## config.mk

```make
export PLATFORM = sky130hd
export DESIGN_NAME = serial_adder_sub
export DESIGN_NICKNAME = d
export VERILOG_FILES = /design/src/rtl/serial_adder_pkg.sv /design/src/rtl/digit_adder.sv /design/src/rtl/serial_adder_sub.sv
export SDC_FILE = /design/constraint.sdc
export NUM_CORES = 1
export LEC_CHECK = 0
export BUFFER_PORTS_ARGS = -buffer_cell sky130_fd_sc_hd__buf_4
export CORE_UTILIZATION = 45
export DETAILED_ROUTE_END_ITERATION = 10
export PLACE_DENSITY_LB_ADDON = 0.12
export SETUP_SLACK_MARGIN = 0.02
export SLEW_MARGIN = 5
export SYNTH_ARGS = -nofsm -noshare
export SYNTH_HDL_FRONTEND = slang
export SYNTH_SLANG_ARGS = --single-unit
```

## constraint.sdc

```tcl
create_clock -name CLK -period 2.35 [get_ports CLK]
set_input_delay 0.1175 -clock CLK [delete_from_list [all_inputs] [get_ports CLK]]
set_output_delay 0.1175 -clock CLK [all_outputs]
set_load 0.005 [all_outputs]
```

## src/rtl/serial_adder_pkg.sv

```systemverilog
// Shared state encoding and per-bit full-adder helper for the serial adder/subtractor.
package serial_adder_pkg;

    localparam int STATE_W = 2;

    typedef enum logic [STATE_W-1:0] {
        IDLE = 2'd0,
        RUN  = 2'd1,
        DONE = 2'd2
    } state_t;

    // Returns {carry_out, sum} of one full-adder cell.
    function automatic logic [1:0] full_add(input logic x, input logic y, input logic c);
        return {(x & y) | (c & (x ^ y)), x ^ y ^ c};
    endfunction

endpackage

```

## src/rtl/digit_adder.sv

```systemverilog
// DIGIT-wide combinational ripple adder; c_msb is the carry entering the top cell.
module digit_adder
    import serial_adder_pkg::*;
#(
    parameter int DIGIT = 1
) (
    input  logic [DIGIT-1:0] a,
    input  logic [DIGIT-1:0] b,
    input  logic             ci,
    output logic [DIGIT-1:0] s,
    output logic             co,
    output logic             c_msb
);

    logic       cy;
    logic [1:0] r;

    always_comb begin
        s     = '0;
        r     = '0;
        cy    = ci;
        c_msb = ci;
        for (int i = 0; i < DIGIT; i++) begin
            if (i == DIGIT - 1) begin
                c_msb = cy;
            end
            r    = full_add(a[i], b[i], cy);
            s[i] = r[0];
            cy   = r[1];
        end
        co = cy;
    end

endmodule

```

## src/rtl/serial_adder_sub.sv

```systemverilog
// Digit-serial add/subtract: WIDTH/DIGIT busy cycles, then a one-cycle Done; Start ignored while busy.
// Define SERIAL_ADDER_OVF_EN to enable signed-overflow detection on Overflow.
module serial_adder_sub
    import serial_adder_pkg::*;
#(
    parameter int WIDTH = 8,
    parameter int DIGIT = 1
) (
    input  logic             CLK,
    input  logic             RST,
    input  logic             Start,
    input  logic [WIDTH-1:0] A,
    input  logic [WIDTH-1:0] B,
    input  logic             Cin,
    input  logic             Sub,
    output logic             Busy,
    output logic             Done,
    output logic [WIDTH-1:0] Sum,
    output logic             Carry,
    output logic             Overflow
);

    localparam int N  = WIDTH / DIGIT;
    localparam int CW = (N > 1) ? $clog2(N) : 1;

    if (WIDTH < 2) begin : g_chk_width
        $error("serial_adder_sub: WIDTH must be at least 2");
    end
    if (DIGIT < 1 || (WIDTH % DIGIT) != 0) begin : g_chk_digit
        $error("serial_adder_sub: WIDTH must be a multiple of DIGIT");
    end

    state_t                 state_q, state_d;
    logic [CW-1:0]          cnt_q;
    logic [WIDTH-1:0]       a_q, b_q, sum_q;
    logic                   carry_q;
    logic                   accept, last;
    logic [DIGIT-1:0]       dig_s;
    logic                   dig_co, dig_cmsb;
    logic [WIDTH+DIGIT-1:0] sum_cat;

    assign last    = (cnt_q == CW'(N - 1));
    assign sum_cat = {dig_s, sum_q};

    always_comb begin
        state_d = state_q;
        accept  = 1'b0;
        unique case (state_q)
            IDLE: begin
                if (Start) begin
                    accept  = 1'b1;
                    state_d = RUN;
                end
            end
            RUN: begin
                if (last) begin
                    state_d = DONE;
                end
            end
            DONE: begin
                if (Start) begin
                    accept  = 1'b1;
                    state_d = RUN;
                end else begin
                    state_d = IDLE;
                end
            end
            default: state_d = IDLE;
        endcase
    end

    digit_adder #(.DIGIT(DIGIT)) u_digit_adder (
        .a     (a_q[DIGIT-1:0]),
        .b     (b_q[DIGIT-1:0]),
        .ci    (carry_q),
        .s     (dig_s),
        .co    (dig_co),
        .c_msb (dig_cmsb)
    );

    // B is inverted at capture so the serial datapath only ever adds.
    always_ff @(posedge CLK) begin
        if (RST) begin
            state_q <= IDLE;
            cnt_q   <= '0;
            a_q     <= '0;
            b_q     <= '0;
            sum_q   <= '0;
            carry_q <= 1'b0;
        end else begin
            state_q <= state_d;
            if (accept) begin
                a_q     <= A;
                b_q     <= Sub ? ~B : B;
                sum_q   <= '0;
                carry_q <= Cin;
                cnt_q   <= '0;
            end else if (state_q == RUN) begin
                a_q     <= a_q >> DIGIT;
                b_q     <= b_q >> DIGIT;
                sum_q   <= sum_cat[WIDTH+DIGIT-1:DIGIT];
                carry_q <= dig_co;
                cnt_q   <= last ? '0 : cnt_q + CW'(1);
            end
        end
    end

`ifdef SERIAL_ADDER_OVF_EN
    logic ovf_q;

    always_ff @(posedge CLK) begin
        if (RST) begin
            ovf_q <= 1'b0;
        end else if (accept) begin
            ovf_q <= 1'b0;
        end else if (state_q == RUN && last) begin
            ovf_q <= dig_cmsb ^ dig_co;
        end
    end

    assign Overflow = ovf_q;
`else
    logic unused_cmsb;
    assign unused_cmsb = dig_cmsb;
    assign Overflow    = 1'b0;
`endif

    assign Busy  = (state_q == RUN);
    assign Done  = (state_q == DONE);
    assign Sum   = sum_q;
    assign Carry = carry_q;

endmodule

```

==> summary.txt, run 1 <==
Run status
  – Outcome: complete, but fails checks
  – Failing checks: DRC

Drt
  – DR vias/cell: 5.34
  – Final WL: 2670 um
  – DRC Markers: 1
  – First DRT Iteration DRCs: 44
  – Router iterations before antenna repair: 7
  – Vias: 1111
  – Post-DRT Antenna Nets: 0
  – WL per Instance: 12.8 um

Finish
  – Final Cell Area: 1650 um2
  – Layout fillers: 268
  – Most frequent cells in the layout: 33 x buf_4, 30 x dfxtp_1, 25 x nand2_1
  – N_diodes: 0
  – Commonest non-fill, non-tap cell in the layout: buf_4
  – Area grow syn2layout: 17.3%
  – Share of layout cells above drive strength 1: 32.8%
  – Nets: 200

Logic synthesis
  – EDFF count, synth: 0
  – Top_reg_cell synth: dfxtp_1
  – Synth async-reset ratio: 0%
  – Unique masters post-synth: 32
  – Synthesized area per cell: 9.38 um2
  – Cells after Synth: 150
  – Yosys reg bits: 30
  – Sequential fraction of the synthesis area: 42.7%
  – Synthesized Nets: 174
  – Synthesis Warnings: 0
  – Synth Cell Area: 1410 um2

Die
  – I/O pins: 33
  – Initial core utilization: 49.3%
  – Row count: 19
  – Die W: 57.9 um
  – Height of the die: 57.9 um
  – CORE AREA: 2850 um2
  – Die area: 3350 um2

Clocking
  – Setup bufs post-CTS: 0
  – Longest Clk Path Bufs: 2
  – Root Buffer: clkbuf_4
  – Cts repair resizes: 0
  – Hold-fix buffers at CTS: 0
  – CTS H-tree depth: 2
  – CTS tree: built
  – Clock Latency Late Sink: 0.33 ns
  – Worst-path clk slew: 0.10 ns
  – Clk sinks: 30
  – TritonCTS Buffers: 5

Worst setup path
  – WP data required: 2.23 ns
  – Worst path max stage delay: 0.40 ns
  – Setup crit start kind: register
  – Largest delay contributor family on the critical path: buffers and inverters
  – Reg2Reg Depth: 4
  – Worst Path Buf+Inv: 2
  – R2R Setup Slk: 0.86 ns
  – Slowest-stage cell, CP: inv_2
  – Worst flop-to-flop path endpoint: Carry$_SDFFE_PP0P_
  – R2R Path Start: state_q[1]$_SDFFE_PP0P_
  – Worst-path cell chain: nand2b_2, inv_2, buf_4
  – Kind of critical path: reg2out
  – Worst Path Max Fanout: 27
  – Worst Path Arrival: 1.54 ns
  – Worst Setup End Kind: output port

Global route
  – Gr usage total: 17.6%
  – Vias in the first global route: 1032
  – GRT overflow: 0
  – First-pass GRT wire length: 4470 um
  – Largest net degree at the start of global routing: 28
  – Initial antenna violation count: 0

STA
  – Crit path time final: 1.66 ns
  – Final Hold Fails: 0
  – Final Max Tran Viols: 0
  – Hold Worst Slack: 0.0749 ns
  – Fmax: 0.602 GHz
  – Final setup viols: 0
  – Final Skew: 0.0138 ns
  – RSZ-0062 raised after global routing: false
  – PnR worst setup slack: 0.688 ns
  – Crit share post-route: 70.7%
  – Setup_tns: 0 ns

Min path
  – Worst Hold Class: in2reg
  – Hold depth: 4
  – Hold Crit Endpoint: b_q[7]$_SDFFE_PP0P_
  – Hold wc startpoint: B[7]

Placement
  – Placer Congestion: 0.713
  – IO Port Bufs: 31
  – Placed cell area: 1570 um2
  – Detailed Place HPWL: 1820 um
  – Dpl ws: 0.873 ns

Power and ir drop
  – Clock share of power: 35.1%
  – Combinational share of power: 16.0%
  – Switch share: 26.3%
  – Sw Pwr: 0.302 mW
  – Seq pwr share: 48.9%
  – Power per cell area: 696 nW/um2
  – Cell Int Power: 0.846 mW
  – Maximum vdd drop: 0.000458 V
  – Lkg Pwr: 0.662 nW

Run
  – Maxcap violations: 0
-- tightest hold or removal path, cell delays in order --
cell	delay, ns
buf_4	0.08
xor2_1	0.05
nand2_1	0.06
a21oi_1	0.05
-- state kept, by name (all words and copies together) (netlist names) --
register,cells
b_q,8
state_q,2
a_q,8
Sum,8
Carry,1
cnt_q,3
-- power by group through the flow --
stage / registers (mW) / clock network, mW / logic, mW
floorplan: 0.569 / 0 / 0.151
global placement: 0.572 / 0 / 0.182
detailed placement: 0.574 / 0 / 0.185
CTS: 0.562 / 0.412 / 0.186
global route: 0.567 / 0.440 / 0.203
finish: 0.562 / 0.403 / 0.183
-- cells by family (layout without fill, tap and decap cells) --
kind of cell / after synthesis / count (layout) / share of synthesized area, %
other cells: 1 / 1 / 0.267
mux: 1 / 1 / 0.712
buf+inv: 15 / 42 / 8.81
xor+xnor: 8 / 8 / 4.98
fa+ha+maj: 3 / 3 / 3.20
flops: 30 / 30 / 42.7
compound gates: 30 / 30 / 15.7
simple gates: 62 / 62 / 23.7
-- metrics by stage --
stage	utilization (%)	total power [mW]	instances
2_1_floorplan	-	0.720	150
3_3_place_gp	55.1	0.754	200
3_5_place_dp	55.1	0.758	200
4_1_cts	57.9	1.16	208
5_1_grt	57.9	1.21	208
6_report	57.9	1.15	208
-- how the worst max path moves through the flow --
stage | cells past startpoint | startpoint | endpoint | slack, ns
floorplan | 4 | cnt_q[0]$_SDFFE_PP0N_ | cnt_q[0]$_SDFFE_PP0N_ | 1.15
global placement | 4 | state_q[1]$_SDFFE_PP0P_ | Carry$_SDFFE_PP0P_ | 0.93
detailed placement | 4 | state_q[1]$_SDFFE_PP0P_ | Carry$_SDFFE_PP0P_ | 0.87
CTS | 3 | state_q[1]$_SDFFE_PP0P_ | Busy | 0.67
global route | 3 | state_q[0]$_SDFFE_PP0P_ | Busy | 0.58
finish | 3 | state_q[1]$_SDFFE_PP0P_ | Busy | 0.69
-- final cells by class --
class,instances,area (um2),share of cell area [%]
Inverter,1,3.75,0.227
Clock buffer,5,37.5,2.27
Tap cell,31,38.8,2.35
Sequential cell,30,601,36.4
Multi-Input combinational cell,105,682,41.3
Timing Repair Buffer,33,248,15.0
Clock inverter,3,40.0,2.43
-- synthesized netlist by cell type, drive strengths merged, types with 2 or more instances --
library cell / n / area [um2]
a21oi: 14 / 73.8
a22oi: 2 / 15.0
a311oi: 2 / 30.0
buf: 14 / 120
dfxtp: 30 / 601
ha: 2 / 25.0
nand2: 25 / 93.8
nand2b: 3 / 28.8
nand3: 3 / 25.0
nor2: 3 / 11.3
nor2b: 2 / 12.5
nor3: 23 / 135
o22ai: 11 / 93.8
xor2: 8 / 70.1
-- metal layers --
layer  global-route usage, %  wire (um)  vias up
li1                        -          -      570
met1                    22.0       1230      509
met2                    27.9       1250       27
met3                    5.36        150        5
met4                    8.16         32        0
met5                       0          0        -
(Power assumes the default switching activity.)
==> run 2, diff against run 1 <==
==> constraint.sdc (replaced) <==
create_clock -name CLK -period 1.7 [get_ports CLK]
set_input_delay 0.085 -clock CLK [delete_from_list [all_inputs] [get_ports CLK]]
set_output_delay 0.085 -clock CLK [all_outputs]
set_load 0.005 [all_outputs]
==> run 2 against run 1 <==
  * The run still ends with DRC left
  * Sequential power up 38%
  * Clock-buffer cell count up 2
  * Total power up 23%
  * Routed wire length down 0.37%
  * Clock skew down 0.012 ns
  * Flip-flop and latch count unchanged
  * Sequential share of layout area up 0.50 points
  * Hold slack worse by 0.020 ns
  * Combinational power up 41%
  * Register-to-register slack worse by 0.53 ns
  * Final area down 1.4%
  * Critical path depth unchanged
  * Critical endpoint unchanged
==> summary.txt, run 2 (synthesis results as in run 1) <==
Die
  – Die W: 57.9 um (unchanged)
  – Initial core utilization: 49.3% (unchanged)
  – Height of the die: 57.9 um (unchanged)
  – I/O pins: 33 (unchanged)
  – CORE AREA: 2850 um2 (unchanged)
  – Row count: 19 (unchanged)
  – Die area: 3350 um2 (unchanged)

Global route
  – First-pass GRT wire length: 4620 um (+3.2%)
  – Gr usage total: 18.0% (+0.38 points)
  – Largest net degree at the start of global routing: 28 (unchanged)
  – Initial antenna violation count: 0 (unchanged)
  – Vias in the first global route: 1064 (+3.1%)
  – GRT overflow: 0 (unchanged)

STA
  – Crit path time final: 1.46 ns
  – Final Skew: 0.00220 ns (-0.0116 ns)
  – Setup_tns: 0 ns (unchanged)
  – RSZ-0062 raised after global routing: false
  – Crit share post-route: 85.8%
  – Fmax: 0.685 GHz
  – Final Max Tran Viols: 0 (unchanged)
  – Final setup viols: 0 (unchanged)
  – Final Hold Fails: 0 (unchanged)

Worst setup path
  – Setup crit start kind: register
  – Worst Path Max Fanout: 27 (unchanged)
  – Worst Setup End Kind: output port
  – R2R Setup Slk: 0.33 ns (-0.53 ns)
  – WP data required: 1.62 ns (-0.61 ns)
  – Worst Path Arrival: 1.37 ns (-0.17 ns)
  – Kind of critical path: reg2out

Drt
  – DR vias/cell: 5.44 (+1.8%)
  – WL per Instance: 12.8 um (-0.37%)
  – Router iterations before antenna repair: 7 (unchanged)
  – DRC Markers: 1 (unchanged)
  – Post-DRT Antenna Nets: 0 (unchanged)
  – Final WL: 2660 um (-0.37%)
  – Vias: 1131 (+1.8%)
  – First DRT Iteration DRCs: 57 (+30%)

Finish
  – Area grow syn2layout: 15.7%
  – Layout fillers: 273 (+1.9%)
  – Share of layout cells above drive strength 1: 31.6% (-1.1 points)
  – N_diodes: 0 (unchanged)
  – Commonest non-fill, non-tap cell in the layout: buf_4
  – Nets: 201 (+0.50%)
  – Most frequent cells in the layout: 34 x buf_4, 30 x dfxtp_1, 25 x nand2_1
  – Final Cell Area: 1630 um2 (-1.4%)

Power and ir drop
  – Lkg Pwr: 0.647 nW (-2.3%)
  – Power per cell area: 864 nW/um2 (+24%)
  – Maximum vdd drop: 0.000402 V (-12%)

Placement
  – IO Port Bufs: 31 (unchanged)
  – Detailed Place HPWL: 1840 um (+0.85%)
  – Placer Congestion: 0.816 (+15%)
  – Placed cell area: 1580 um2 (+0.48%)

Run status
  – Outcome: complete, but fails checks
  – Failing checks: DRC

Clocking
  – Longest Clk Path Bufs: 2 (unchanged)
  – CTS tree: built
  – Worst-path clk slew: 0.08 ns (-0.02 ns)
  – CTS H-tree depth: 2 (unchanged)
  – Clk sinks: 30 (unchanged)
  – Clock Latency Late Sink: 0.31 ns (-0.02 ns)
  – Root Buffer: clkbuf_4
  – Hold-fix buffers at CTS: 0 (unchanged)
  – TritonCTS Buffers: 5 (unchanged)

Run
  – Maxcap violations: 0 (unchanged)

Min path
  – Worst Hold Class: in2reg
==> run 2: cell count changes in the layout (fill, tap and decap cells not counted), sizes merged <==
cell	change
buf	+1
bufinv	-1
clkbuf	+2
clkinv	-2
==> run 2: final cells by class <==
| class | count | area, um2 | share of cell area [%] |
|---|---|---|---|
| Multi-Input combinational cell | 105 | 682 | 41.9 |
| Tap cell | 31 | 38.8 | 2.38 |
| Clock buffer | 7 | 45.0 | 2.77 |
| Timing Repair Buffer | 34 | 255 | 15.7 |
| Inverter | 1 | 6.26 | 0.384 |
| Sequential cell | 30 | 601 | 36.9 |
==> run 2: timing repair <==
action                                 CTS  global route
setup endpoints to repair                0             1
gates resized for setup                  0             2
buffers inserted                         0             0
endpoints found under the hold margin    0             0
==> run 2: path summary, 6_finish.rpt <==
check                                from                    end  cells after the start
hold reg to reg     cnt_q[2]$_SDFFE_PP0N_  cnt_q[2]$_SDFFE_PP0N_                      2
hold / removal                       B[7]    b_q[7]$_SDFFE_PP0P_                      4
setup / recovery  state_q[1]$_SDFFE_PP0P_                   Busy                      3
setup reg to reg  state_q[1]$_SDFFE_PP0P_  cnt_q[0]$_SDFFE_PP0N_                      4
==> run 2: metal layers <==
layer / vias to the layer above / track usage, % / wire, um
li1: 571 / - / -
met1: 521 / 24.4 / 1280
met2: 34 / 26.1 / 1180
met3: 5 / 7.14 / 170
met4: 0 / 6.12 / 36
met5: - / 0 / 0
==> run 2: critical path: stages (launching register included) <==
cell and delay [ns]:
dfxtp_1 0.31, nand2b_2 0.29, inv_4 0.28, buf_4 0.17
==> run 2: power by group <==
part           leakage [nW]  internal (mW)  total, mW  switching [mW]
combinational         0.376          0.120      0.258           0.138
sequential            0.246          0.747      0.777          0.0299
clock                0.0254          0.156      0.372           0.216
==> run 2: through the flow <==
step	hold WS (ns)	util [%]	setup WS [ns]	std cells	power, mW
2_1_floorplan	0.262	-	0.498	150	0.995
3_3_place_gp	0.372	55.4	0.307	201	1.04
3_5_place_dp	0.389	55.4	0.250	201	1.05
4_1_cts	0.0505	57.0	0.0946	208	1.43
5_1_grt	0.0637	57.1	0.132	208	1.49
6_report	0.0550	57.1	0.241	208	1.41
